## src/rtl/dec_nto2n_seq.sv

```systemverilog
// dec_nto2n_seq: registered N-to-2^N one-hot decoder with direct-select and auto-scan modes
module dec_nto2n_seq #(
  parameter int N = 3,
  localparam int OUT_W = 2**N
) (
  input  logic             clk,
  input  logic             rst,
  input  logic             en,
  input  logic             mode,
  input  logic [N-1:0]     sel,
  input  logic [N-1:0]     last,
  output logic [OUT_W-1:0] D,
  output logic [N-1:0]     idx,
  output logic             valid,
  output logic             wrap
);
  typedef enum logic [1:0] {IDLE, DIRECT, SCAN} state_t;
  state_t state, state_n;
  logic [OUT_W-1:0] d_n;
  logic [N-1:0] idx_n;
  logic valid_n, wrap_n;
  always_ff @(posedge clk) begin
    if (rst) begin
      state <= IDLE;
      D     <= '0;
      idx   <= '0;
      valid <= 1'b0;
      wrap  <= 1'b0;
    end else begin
      state <= state_n;
      D     <= d_n;
      idx   <= idx_n;
      valid <= valid_n;
      wrap  <= wrap_n;
    end
  end
  // idx only advances while strictly below last, so N-bit arithmetic never overflows
  always_comb begin
    state_n = state;
    d_n     = D;
    idx_n   = idx;
    valid_n = valid;
    wrap_n  = 1'b0;
    if (en) begin
      valid_n = 1'b1;
      if (!mode) begin
        state_n = DIRECT;
        idx_n   = sel;
        d_n     = OUT_W'(1) << sel;
      end else begin
        state_n = SCAN;
        idx_n   = (state == SCAN && idx < last) ? idx + 1'b1 : '0;
        d_n     = (state == SCAN && idx < last) ? D << 1 : OUT_W'(1);
        wrap_n  = state == SCAN && idx >= last;
      end
    end
  end
endmodule

```

## config.mk

```make
export PLATFORM = sky130hd
export DESIGN_NAME = dec_nto2n_seq
export DESIGN_NICKNAME = d
export VERILOG_FILES = /design/src/rtl/dec_nto2n_seq.sv
export SDC_FILE = /design/constraint.sdc
export NUM_CORES = 1
export LEC_CHECK = 0
export BUFFER_PORTS_ARGS = -buffer_cell sky130_fd_sc_hd__buf_4
export CAP_MARGIN = 20
export CORE_AREA = 10 10 59 61
export DETAILED_ROUTE_END_ITERATION = 10
export DIE_AREA = 0 0 69 71
export PLACE_DENSITY = 0.52
export SLEW_MARGIN = 5
export SYNTH_ARGS = -nofsm -noshare
export SYNTH_HDL_FRONTEND = slang
export SYNTH_SLANG_ARGS = --single-unit
```

## constraint.sdc

```tcl
create_clock -name clk -period 2 [get_ports clk]
set_input_delay 0 -clock clk [delete_from_list [all_inputs] [get_ports clk]]
set_output_delay 0 -clock clk [all_outputs]
set_load 0.01 [all_outputs]
```

==> run summary, run 1 <==
The flow ran to the end, and the final reports show no timing, DRC or antenna violations. The post-synthesis to final-layout area growth came out at 27.6%. The number of remaining DRC errors came out at 0. The CTS clock-pin slew for the worst setup and hold paths came out at 0.09 ns. STA classifies the critical path endpoint as a flop. The number of nets still failing antenna checks after routing is 0. For this configuration, the core starts out at a cell density of 33.0%. The post-detailed-route via-to-cell ratio is 4.97.

The number of failing hold endpoints at the final stage is 0. For this run, the slowest stage of the critical path takes 0.40 ns. In this run the tightest slew margin relative to its limit is 75.7%. The net count of the mapped netlist is 109. The number of top-level pins came out at 23. The layout net count came out at 133.

For this design the static power due to leakage is 0.448 nW. The post-synthesis sequential area ratio is 38.1%. The number of cells on the worst reg-to-reg path is 5.

The floorplan row count is 18. The floorplan die width is 69 microns. The startpoint of the worst register-to-register path is idx[2].

The synthesized netlist occupies a cell area of 788 sq um. Clock latency on the worst-skew pair, taken at its later pin, is 0.28 ns. The end of the worst hold path is D[3]. The synthesized netlist devotes 0% of its cell area to XOR and XNOR gates.

The main combinational cell family by area after synthesis is simple AND/OR/NAND/NOR gates. The register-to-register setup slack is 0.39 ns. After synthesis, the netlist uses 34 different library cells. The number of antenna repair diodes came out at 0.

The overall power consumption came out at 0.615 mW. The critical path in this run is classified as flop to flop. The most used flip-flop cell after synthesis is dfxtp_1.

The dominant cell by count in the synthesized netlist is dfxtp_1. The core area came out at 2390 sq um. The max-capacitance violation count is 0.

The clock sink count is 15. The critical path launch point type is a flop. STA puts the critical path data required time at 2.19 ns. The maximum root-to-sink buffer count came out at 2. Timing would allow up to 623 MHz. The top fanout value on the critical path came out at 5. The synthesized design devotes to its leading area cell type 38.1% of total area.

Traced cell by cell, the critical path runs through ha_1 > and3b_1 > nor3_4 > nor2_2 > a2111oi_2. Among all stages on the critical path, the largest delay is contributed by dfxtp_1. The number of levels the H-tree was split into is 1. Of all cell types, the one taking the most synthesized area is dfxtp_1. The library cell used as clock root buffer is clkbuf_4.

The worst voltage drop across the vdd grid came out at 0.350 mV. The die area came out at 4900 sq um. From bottom edge to top edge, the die measures 71 microns. The post-CTS repair timing setup buffer count is 0. Setup repair after global routing left no endpoint under its margin.

The proportion of register bits with asynchronous set or reset after synthesis is 0%. The wire length of the first global-routing pass is 3280 microns. The type of the most critical hold path is primary input to flop. The final count of pins violating max slew came out at 0. The number of port buffers came out at 22. Timing analysis after detailed placement gives a worst setup slack of 0.405 ns.

Of the total synthesized cell area, the portion taken by full adders, half adders and majority gates is 6.35%. The final cycle utilization of the critical path is 80.3%. The cts-stage hold buffer count came out at 2.

The register bit count reported by yosys came out at 15. The filler cell count is 275. The worst register-to-register path ends at idx[2].

The overall via count from detail_route is 736. The total routing usage reported by global routing is 7.89%. TritonCTS built the clock tree. The worst hold path passes through 3 cells.

The synthesized netlist devotes 17.5% of its cell area to compound gates. Buffers inserted during clock tree synthesis total 3. Entering global routing, the biggest net connects 29 pins. The post-synthesis average cell area is 8.30 sq um.

The portion of netlist area occupied by mux cells came out at 1.27%. Counting both buffers and inverters, the worst setup path holds a total of 0. Dividing total power by cell area gives a power density of 612 nW/um^2. The first detailed-routing pass ran for 4 iterations.

Setup violations remaining at the end of the flow were counted as 0. The number of DRC violations after detailed-routing iteration 0 came out at 22. In this run the most critical hold path is launched from sel[1]. The minimum period implied by the final worst setup slack is 1.61 ns. The via count of the first global-routing pass came out at 714.

Summed over all layers, the global routing overflow is 0. Among cell families on the critical path, the largest total delay comes from simple AND/OR/NAND/NOR gates. The number of synthesis warnings came out at 0. The synthesized-area fraction occupied by and/or/nand/nor cells came out at 30.5%. On the final layout, the worst clock skew is 0.00622 ns.

The detailed-route wire length is 1880 microns. Yosys attributes the largest share of cell area to dfxtp_1 (38%), nor2_1 (6.7%), ha_1 (6.3%). Summed over all nets, the half-perimeter wirelength after detailed placement is 1430 microns. In the synthesized netlist, the cells that appear most often are dfxtp_1 (15), nor2_1 (14), a21oi_1 (9), nor3_1 (7), o21ai_0 (6). The slew of the pin with the lowest slew margin came out at 0.363 ns. The total negative slack for setup checks came out at 0 ns. The final worst setup slack came out at 0.394 ns. The fraction of final layout cells with drive strength greater than 1 came out at 25.4%. The number of enable-type register cells in the synthesized netlist is 0. Once the clock tree was built, the resizer swapped 0 gates to a different size. The instance count of the mapped netlist came out at 95. The last weighted congestion value of the routability-driven placer came out at 0.750.

For the worst setup path, the data arrival time is 1.79 ns. The initial antenna violation count was 0. The wire length per cell came out at 12.7 microns.
-- cell families (layout without fill, tap and decap cells) --
| logic type | after synthesis | in the layout |
|---|---|---|
| buffers and inverters | 10 | 33 |
| DFF | 15 | 15 |
| adders and majority gates | 4 | 4 |
| muxes | 1 | 1 |
| AOI/OAI and AO/OA | 22 | 22 |
| and+or+nand+nor | 43 | 43 |
-- stage by stage --
stage                     cell area, sq um  instances  hold slack (ns)  utilization (%)
after floorplan                        788         95           0.0689                -
after global placement                 960        142            0.269             40.2
after detailed placement               960        142            0.281             40.2
after CTS                             1010        148           0.0483             42.1
after global routing                  1010        148           0.0697             42.1
final                                 1010        148           0.0596             42.1
-- tightest hold or removal path, cell delays in order --
cell     delay (ns)
buf_4          0.14
nand4_1        0.08
a31oi_1        0.07
-- placed cells by master, fill, tap and decap left out, drive strengths merged, types with 5 or more instances in the layout --
cell type,netlist,final
inv,5,5
buf,3,22
o21ai,6,6
nor3,9,9
nor2,15,15
a21oi,9,9
dfxtp,15,15
-- routing by layer --
layer  global-route usage (%)  routed length (microns)
met1                     9.55                      918
met2                     11.7                      833
met3                     2.79                      117
met4                     4.70                       12
met5                        0                        0
-- flip-flops by register name, indices dropped and copies added, names as in the netlist --
signal / cells
D: 8
idx: 3
state: 2
valid: 1
wrap: 1
-- where the power goes --
part,total (mW),leakage (nW),internal (mW),switching (mW)
Clock,0.172,0.0150,0.0773,0.0942
Sequential,0.324,0.123,0.313,0.0113
Combinational,0.119,0.309,0.0568,0.0625
Total,0.615,0.448,0.447,0.168
-- area by class of cell --
type | count | area, sq um | area share, %
clock buffers | 4 | 26.3 | 2.61
multi-input cells | 70 | 438 | 43.5
repair buffers | 24 | 185 | 18.4
flip-flops and latches | 15 | 300 | 29.9
inverters | 5 | 18.8 | 1.87
well taps | 30 | 37.5 | 3.73
-- worst max path at each step --
stage,cells past startpoint,endpoint,start
final,5,idx[2],idx[2]
after global placement,5,idx[2],idx[2]
after detailed placement,5,idx[2],idx[2]
after CTS,5,idx[2],idx[2]
after global routing,5,idx[0],idx[2]
after floorplan,5,idx[2],idx[2]
(Power assumes the default switching activity.)
==> run 2, diff against run 1 <==
--- a/config.mk
+++ b/config.mk
@@ -5,12 +5,13 @@
 export SDC_FILE = /design/constraint.sdc
 export NUM_CORES = 1
 export LEC_CHECK = 0
+export ABC_AREA = 1
 export BUFFER_PORTS_ARGS = -buffer_cell sky130_fd_sc_hd__buf_4
 export CAP_MARGIN = 20
-export CORE_AREA = 10 10 59 61
+export CORE_AREA = 10 10 62 64
 export DETAILED_ROUTE_END_ITERATION = 10
-export DIE_AREA = 0 0 69 71
-export PLACE_DENSITY = 0.52
+export DIE_AREA = 0 0 72 74
+export PLACE_DENSITY = 0.53
 export SLEW_MARGIN = 5
 export SYNTH_ARGS = -nofsm -noshare
 export SYNTH_HDL_FRONTEND = slang
==> constraint.sdc (replaced) <==
create_clock -name clk -period 1.45 [get_ports clk]
set_input_delay 0 -clock clk [delete_from_list [all_inputs] [get_ports clk]]
set_output_delay 0 -clock clk [all_outputs]
set_load 0.01 [all_outputs]
==> run 2 against run 1 <==
Compared with the run above: first-iteration DRC count increased by 41%; setup slack got worse by 0.30 ns; via count increased by 27%; area after synthesis increased by 13%; sequential power increased by 37%; clock skew increased by 0.0050 ns; clock-buffer cell count decreased by 1; largest power group unchanged.
==> run summary, run 2 <==
The run finished with clean final reports. The number of synthesis warnings was 0 (unchanged). By instance count, the leading cell after synthesis is nor2_1. The proportion of register bits with asynchronous set or reset after synthesis is 0% (unchanged). The proportion of netlist area held by the largest area contributor is 33.9% (-4.2 points).

The wire length of the first global-routing pass is 4240 microns (+29%). The combined buffer and inverter count along the critical path came out at 1 (+1). The floorplan die width is 72 microns (+4.3%). The prevailing post-synth register cell is dfxtp_1. The maximum root-to-sink buffer count was 2 (unchanged). The initial standard-cell utilization of the core is 33.3% (+0.30 points). The number of DRC violations after detailed-routing iteration 0 was 31 (+41%). Ranked by total cell area, the synthesized netlist is headed by dfxtp_1 (34%), nor2_1 (13%), inv_1 (11%). Ranked by flip-flop count, first place goes to D. The slew of the pin with the lowest slew margin was 0.240 ns (-0.123 ns). The number of antenna repair diodes is 0 (unchanged). The worst voltage drop across the vdd grid is 0.574 mV (+64%). The cell area after synthesis came to 887 sq um (+13%). The total overflow reported by the global router came to 0 (unchanged). The clock sink count is 15 (unchanged).

The post-synthesis to final-layout area growth is 28.3%. The relative max-transition margin was 84.0% (+8.3 points). The post-detailed-placement half-perimeter wirelength came out at 1870 microns (+31%). The die area came to 5330 sq um (+8.8%). The number of cells on the worst reg-to-reg path came out at 7 (+2).

The number of enable-type register cells in the synthesized netlist is 0 (unchanged). Leaving out fill and tap cells, the most frequent cells in the layout are nor2_1 (31), buf_4 (26), inv_1 (25). The delay of the slowest critical-path stage came out at 0.40 ns (about the same).

The detailed-route wire length is 2430 microns (+29%). The slowest stage of the critical path is the dfxtp_1 cell. Walking the worst path, the cells encountered are ha_1 > nand2_1 > nor2_1 > nor2_2 > buf_4 > nand3_1 > a21oi_1.

The initial antenna violation count came to 0 (unchanged). The clock tree from TritonCTS is built. The cell area reported after detailed placement is 1090 sq um (+13%). The worst register-to-register path begins at idx[1]. The number of buffers created by CTS came out at 3 (unchanged). The data arrival time of the worst path is 1.60 ns (-0.19 ns). The minimum period implied by the final worst setup slack was 1.36 ns (-0.246 ns).

The CTS clock-pin slew for the worst setup and hold paths is 0.10 ns (about the same). The number of nets still failing antenna checks after routing came out at 0 (unchanged). The power per unit of standard cell area came to 786 nW/um^2 (+28%). The later-pin clock latency in the skew report came out at 0.29 ns (about the same).

The kind of cell with the highest combined delay along the critical path is flip-flops. The worst hold path begins at en. The worst setup path is captured at a flop. The number of detailed-routing iterations run before antenna repair is 4 (unchanged).

The net count of the mapped netlist was 153 (+40%). The number of setup violations in the final report is 0 (unchanged). The post-layout instance area came out at 1140 sq um (+13%). The synthesized design spends more area on one cell type than any other, namely dfxtp_1. The overall via count from detail_route came out at 932 (+27%).

The count of cell instances traversed by the critical path is 7 (+2). The total routing usage reported by global routing came out at 9.64% (+1.8 points). The worst setup path is launched from a flop. By count the netlist is led by nor2_1 (31), inv_1 (25), nand2_1 (20), dfxtp_1 (15), a21oi_1 (13). The post-CTS repair timing setup buffer count is 0 (unchanged).

The total negative slack for setup checks came out at 0 ns (unchanged). The data required time of the critical path is 1.69 ns (-0.50 ns). The filler cell count is 310 (+13%). The register bit count reported by yosys is 15 (unchanged).

The instance count of the mapped netlist came out at 139 (+46%). The last weighted congestion value of the routability-driven placer is 0.835 (+11%). The core area is 2660 sq um (+12%). The worst-case clock skew came out at 0.0113 ns (+0.00503 ns). The critical path starts at idx[1]. The final cycle utilization of the critical path came to 93.8% (+13 points).

The number of flip-flops under the largest register name is 8 (unchanged). The number of port buffers came to 22 (unchanged). The post-synthesis sequential area ratio came out at 33.9% (-4.2 points). The via count of the first global-routing pass came out at 933 (+31%). The reported leakage power is 0.559 nW (+25%). The final count of pins violating max slew is 0 (unchanged).

The number of unique standard cell types used by synthesis is 16 (-53%). The number of levels the H-tree was split into was 1 (unchanged). The achievable clock frequency came out at 735 MHz (+18%). The top fanout value on the critical path came to 6 (+1). Leaving out fill and tap cells, the most frequent cell in the layout is nor2_1. The critical path is of the flop to flop type. The post-detailed-route via-to-cell ratio was 4.73 (-4.9%). The floorplan row count is 19 (+1). The vertical die dimension is 74 microns (+4.2%). The number of failing hold endpoints at the final stage is 0 (unchanged).

The hold path depth is 3 (unchanged). The fraction of final layout cells with drive strength greater than 1 is 22.3% (-3.1 points). The area of the multi-input gates came to 473 sq um (+8.0%). The wire length per cell is 12.3 microns (-2.9%). The largest registers in the layout are D x8, idx x3, state x2. The post-synthesis average cell area is 6.38 sq um (-23%). The layout net count came out at 181 (+36%). The max-capacitance violation count was 0 (unchanged).

The library cell used as clock root buffer is clkbuf_4. The number of top-level pins is 23 (unchanged). The flip-flop and latch area is 300 sq um (unchanged). The path class of the tightest hold or removal check is primary input to flop. Setup repair after global routing left no endpoint under its margin. The pin count of the biggest net entering global routing is 16 (-45%). The number of remaining DRC errors came to 0 (unchanged).
run 2: path summary, 6_finish.rpt:
| path | to | slack, ns |
|---|---|---|
| max reg2reg | D[2] | 0.09 |
| min | valid | 0.04 |
| max | D[2] | 0.09 |
| min reg2reg | state[1] | 0.47 |
run 2: worst register-to-register path, stage by stage, from the launching register on:
cell and delay (ns):
dfxtp_1 0.40, ha_1 0.28, nand2_1 0.08, nor2_1 0.04, nor2_2 0.11, buf_4 0.17, nand3_1 0.11, a21oi_1 0.13
run 2: stage by stage:
| step | utilization, % | total power, mW | cells | hold WS [ns] | setup WS [ns] |
|---|---|---|---|---|---|
| 3_3_place_gp | 40.9 | 0.647 | 192 | 0.257 | 0.126 |
| 2_1_floorplan | - | 0.567 | 139 | 0.206 | 0.127 |
| 6_report | 42.8 | 0.895 | 197 | 0.0428 | 0.0903 |
| 5_1_grt | 42.8 | 0.954 | 197 | 0.0677 | 0.0184 |
| 3_5_place_dp | 40.9 | 0.647 | 192 | 0.257 | 0.111 |
| 4_1_cts | 42.3 | 0.900 | 197 | 0.0416 | 0.0750 |
run 2: power by group:
part / switching, mW / internal (mW) / leakage [nW]
registers: 0.0136 / 0.431 / 0.123
clock network: 0.148 / 0.103 / 0.0177
logic: 0.112 / 0.0873 / 0.418
total: 0.274 / 0.621 / 0.559
run 2: routing by layer:
metal	global-route usage [%]	wire, microns	part of all wire, %	vias up
met4	2.58	23	0.95	0
met5	0	0	0	-
met3	3.46	170	7.0	4
met1	10.9	1110	46	415
li1	-	-	-	490
met2	16.8	1130	46	23
run 2: kinds of logic (layout without fill, tap and decap cells):
logic type,count (synthesis),in the layout,share of synthesized area (%)
buf+inv,29,56,14.2
flops,15,15,33.9
fa+ha+maj,4,4,5.64
compound gates,22,22,12.8
simple gates,69,69,33.4
run 2: area by class of cell:
| cell class | instances | share of cell area (%) |
|---|---|---|
| multi-input combinational | 95 | 41.5 |
| sequential | 15 | 26.4 |
| clock buffer | 3 | 1.98 |
| clock inverter | 1 | 0.440 |
| inverter | 25 | 8.24 |
| tap | 31 | 3.41 |
| timing repair buffer | 27 | 18.0 |
run 2: what timing repair did:
action | CTS | global route
hold endpoints to repair | 8 | 0
setup endpoints to repair | 0 | 4
hold buffers | 1 | 0
resized for setup | 0 | 1
==> run 3, diff against run 2 <==
--- a/config.mk
+++ b/config.mk
@@ -7,10 +7,11 @@
 export LEC_CHECK = 0
 export ABC_AREA = 1
 export BUFFER_PORTS_ARGS = -buffer_cell sky130_fd_sc_hd__buf_4
-export CAP_MARGIN = 20
+export CAP_MARGIN = 10
 export CORE_AREA = 10 10 62 64
 export DETAILED_ROUTE_END_ITERATION = 10
 export DIE_AREA = 0 0 72 74
+export MAX_ROUTING_LAYER = met4
 export PLACE_DENSITY = 0.53
 export SLEW_MARGIN = 5
 export SYNTH_ARGS = -nofsm -noshare
==> constraint.sdc (replaced) <==
create_clock -name clk -period 1.1 [get_ports clk]
set_input_delay 0 -clock clk [delete_from_list [all_inputs] [get_ports clk]]
set_output_delay 0 -clock clk [all_outputs]
set_load 0.01 [all_outputs]
==> run 3 against run 2 <==
Compared with the run above: the flow now finishes with violations (setup timing); sequential power up 31%; die area unchanged; global-route usage is 0.74 points higher; sequential cell count unchanged; routed wire length rose by 2.2%; first-iteration DRC count is 13% lower; clock power increased by 36%; setup slack worse by 0.22 ns; maximum frequency rose by 11%; critical endpoint is now D[6].
==> run summary, run 3 (same netlist as run 2, synthesis figures left out) <==
The minimum period implied by the final worst setup slack came to 1.23 ns (-0.132 ns). The maximum root-to-sink buffer count is 2 (unchanged). The end of the worst hold path is idx[2]. In the layout the commonest cells are nor2_1 (30), buf_4 (28), inv_1 (25).

The checks that failed: setup timing. The tightest min-delay check is of the primary input to flop type. The startpoint identified for the worst hold timing path is sel[2]. The cell internal power dissipation came to 0.854 mW (+38%). The CTS clock-pin slew for the worst setup and hold paths was 0.11 ns (about the same).

The tree is rooted in a clkbuf_4. The setup path with the least slack is of type flop to flop. The reported leakage power is 0.592 nW (+5.9%). Grouping stages by cell kind, the critical path spends the most delay in flip-flops. The cell area reported after detailed placement came to 1130 sq um (+4.1%). Leaving out fill and tap cells, the most frequent cell in the layout is nor2_1. The flow ran to the end, but the final reports show violations.

The number of flip-flops under the largest register name is 8 (unchanged). The wire length of the first global-routing pass is 4390 microns (+3.6%). The die area was 5330 sq um (unchanged).

The pin count of the biggest net entering global routing came to 16 (unchanged). The layout net count is 185 (+2.2%). The post-detailed-placement half-perimeter wirelength is 1850 microns (-1.0%). The number of levels the H-tree was split into is 1 (unchanged). The final count of pins violating max slew came to 0 (unchanged).

The relative max-transition margin is 85.9% (+1.9 points). The clock network power share came out at 27.2% (-0.8 points). The total routing usage reported by global routing is 10.4% (+0.74 points). The number of top-level pins is 23 (unchanged). The number of placed instances with taps included is 194 (+1.0%). The net switching power of the design is 0.390 mW (+43%). The worst-case clock skew is 0.00631 ns (-0.00494 ns). The wire length per cell came to 12.4 microns (+0.15%).

The number of remaining DRC errors came out at 0 (unchanged). The share of power burned in registers was 46.9% (-2.8 points). The number of failing hold endpoints at the final stage is 0 (unchanged).

The initial antenna violation count came out at 0 (unchanged). The register-to-register setup slack came to -0.13 ns (-0.22 ns). The number of setup violations in the final report is 12 (+12). The data arrival time of the worst path came out at 1.42 ns (-0.18 ns). The fraction of final layout cells with drive strength greater than 1 is 32.9% (+11 points).

The delay of the slowest critical-path stage is 0.36 ns (-0.04 ns). The final cycle utilization of the critical path was 112% (+18 points). The number of detailed-routing iterations run before antenna repair is 4 (unchanged).

The max-capacitance violation count is 0 (unchanged). The data required time of the critical path is 1.29 ns (-0.40 ns). The hold path depth is 3 (unchanged). The filler cell count came out at 294 (-5.2%).

The top fanout value on the critical path came out at 11 (+5). The slew of the pin with the lowest slew margin was 0.209 ns (-0.0308 ns). The last weighted congestion value of the routability-driven placer came out at 0.851 (+1.9%). The placement-stage worst setup slack was -0.335 ns (-0.446 ns). The largest individual stage delay along the critical path comes from the cell dfxtp_4. In this run the critical register-to-register path is captured at D[6]. The later-pin clock latency in the skew report came out at 0.29 ns (about the same).

The number of port buffers is 22 (unchanged). The worst voltage drop across the vdd grid is 0.599 mV (+4.3%). The achievable clock frequency came out at 815 MHz (+11%).

The number of buffers created by CTS is 3 (unchanged). The utilization after layout came out at 47.0% (+4.2 points). The share of power burned in combinational logic came out at 25.8% (+3.5 points). STA classifies the critical path startpoint as a flop. Setup repair after global routing could not meet its margin everywhere. The clock sink count came to 15 (unchanged). The largest register by flop count is D. In the final layout, the registers with the most flip-flops are D x8, idx x3, state x2. The number of nets still failing antenna checks after routing is 0 (unchanged).

The total overflow reported by the global router is 0 (unchanged). The startpoint identified for the worst register-to-register timing path is idx[2]. Traced cell by cell, the critical path runs through ha_4 > nand2_2 > nor2_2 > nor2_4 > buf_12 > nand3_1 > a21oi_2.

The vertical die dimension came to 74 microns (unchanged). The core area is 2660 sq um (unchanged). The detailed-route wire length was 2480 microns (+2.2%). The post-detailed-route via-to-cell ratio came to 4.66 (-1.6%). The count of placed standard cells in the final layout, fillers left out came out at 201 (+2.0%). The final worst setup slack is -0.127 ns (-0.218 ns). From synthesis to final layout, the design area changed by 41.0%. The worst hold slack came to 0.0353 ns (-0.00748 ns). STA classifies the critical path endpoint as a flop.

The via count of the first global-routing pass is 975 (+4.5%). The floorplan row count came out at 19 (unchanged). The initial standard-cell utilization of the core was 33.3% (unchanged). The power per unit of standard cell area came out at 995 nW/um^2 (+27%). The overall via count from detail_route came out at 936 (+0.43%). The number of antenna repair diodes came to 0 (unchanged). The switching fraction of total power came out at 31.4% (+0.79 points).

The combined buffer and inverter count along the critical path was 1 (unchanged). The floorplan die width came out at 72 microns (unchanged). The clock tree from TritonCTS is built. The number of DRC violations after detailed-routing iteration 0 is 27 (-13%).

The post-layout instance area came out at 1250 sq um (+9.9%). The number of cells on the worst reg-to-reg path was 7 (unchanged).
## run 3: cell count changes in the layout (fill, tap and decap cells not counted), sizes merged
cell,change
buf,+4
## run 3: stage by stage
stage	setup TNS, ns	power, mW
2_1_floorplan	-0.726	0.756
3_3_place_gp	-3.16	0.861
3_5_place_dp	-3.47	0.865
4_1_cts	-1.41	1.25
5_1_grt	-2.27	1.32
6_report	-1.36	1.24
## run 3: routing by layer
layer,track usage [%],vias up,share of wire (%)
li1,-,494,-
met3,2.39,2,4.4
met5,-,-,0
met4,4.52,0,0.81
met2,17.2,24,47
met1,11.8,416,48
## run 3: power by group through the flow
stage / clock (mW) / sequential (mW) / combinational, mW
4_1_cts: 0.345 / 0.584 / 0.316
3_3_place_gp: 0 / 0.595 / 0.266
5_1_grt: 0.372 / 0.588 / 0.363
3_5_place_dp: 0 / 0.596 / 0.269
6_report: 0.339 / 0.584 / 0.322
2_1_floorplan: 0 / 0.607 / 0.149
## run 3: timing repair
action	in CTS	in global routing
hold buffers	1	0
pin swaps	4	1
resized for setup	9	5
setup endpoints to repair	12	12
hold endpoints to repair	8	0
buffers inserted	2	0
## run 3: worst max path at each step
stage	cells after the start	start	slack, ns	endpoint
floorplan	8	idx[2]	-0.08	wrap
global placement	6	idx[2]	-0.31	D[1]
detailed placement	6	idx[2]	-0.33	D[2]
CTS	8	idx[1]	-0.13	wrap
global route	7	idx[1]	-0.21	idx[0]
finish	7	idx[2]	-0.13	D[6]
## run 3: final cells by class
type,count,area (sq um),share of cell area (%)
Clock buffer,3,22.5,1.80
Clock inverter,1,5.00,0.400
Inverter,25,93.8,7.50
Timing Repair Buffer,31,251,20.1
Tap cell,31,38.8,3.10
Sequential cell,15,305,24.4
Multi-Input combinational cell,95,534,42.7
## run 3: worst register-to-register path, stage by stage, from the launching register on
cell,delay (ns)
dfxtp_4,0.36
ha_4,0.27
nand2_2,0.05
nor2_2,0.12
nor2_4,0.06
buf_12,0.14
nand3_1,0.08
a21oi_2,0.06
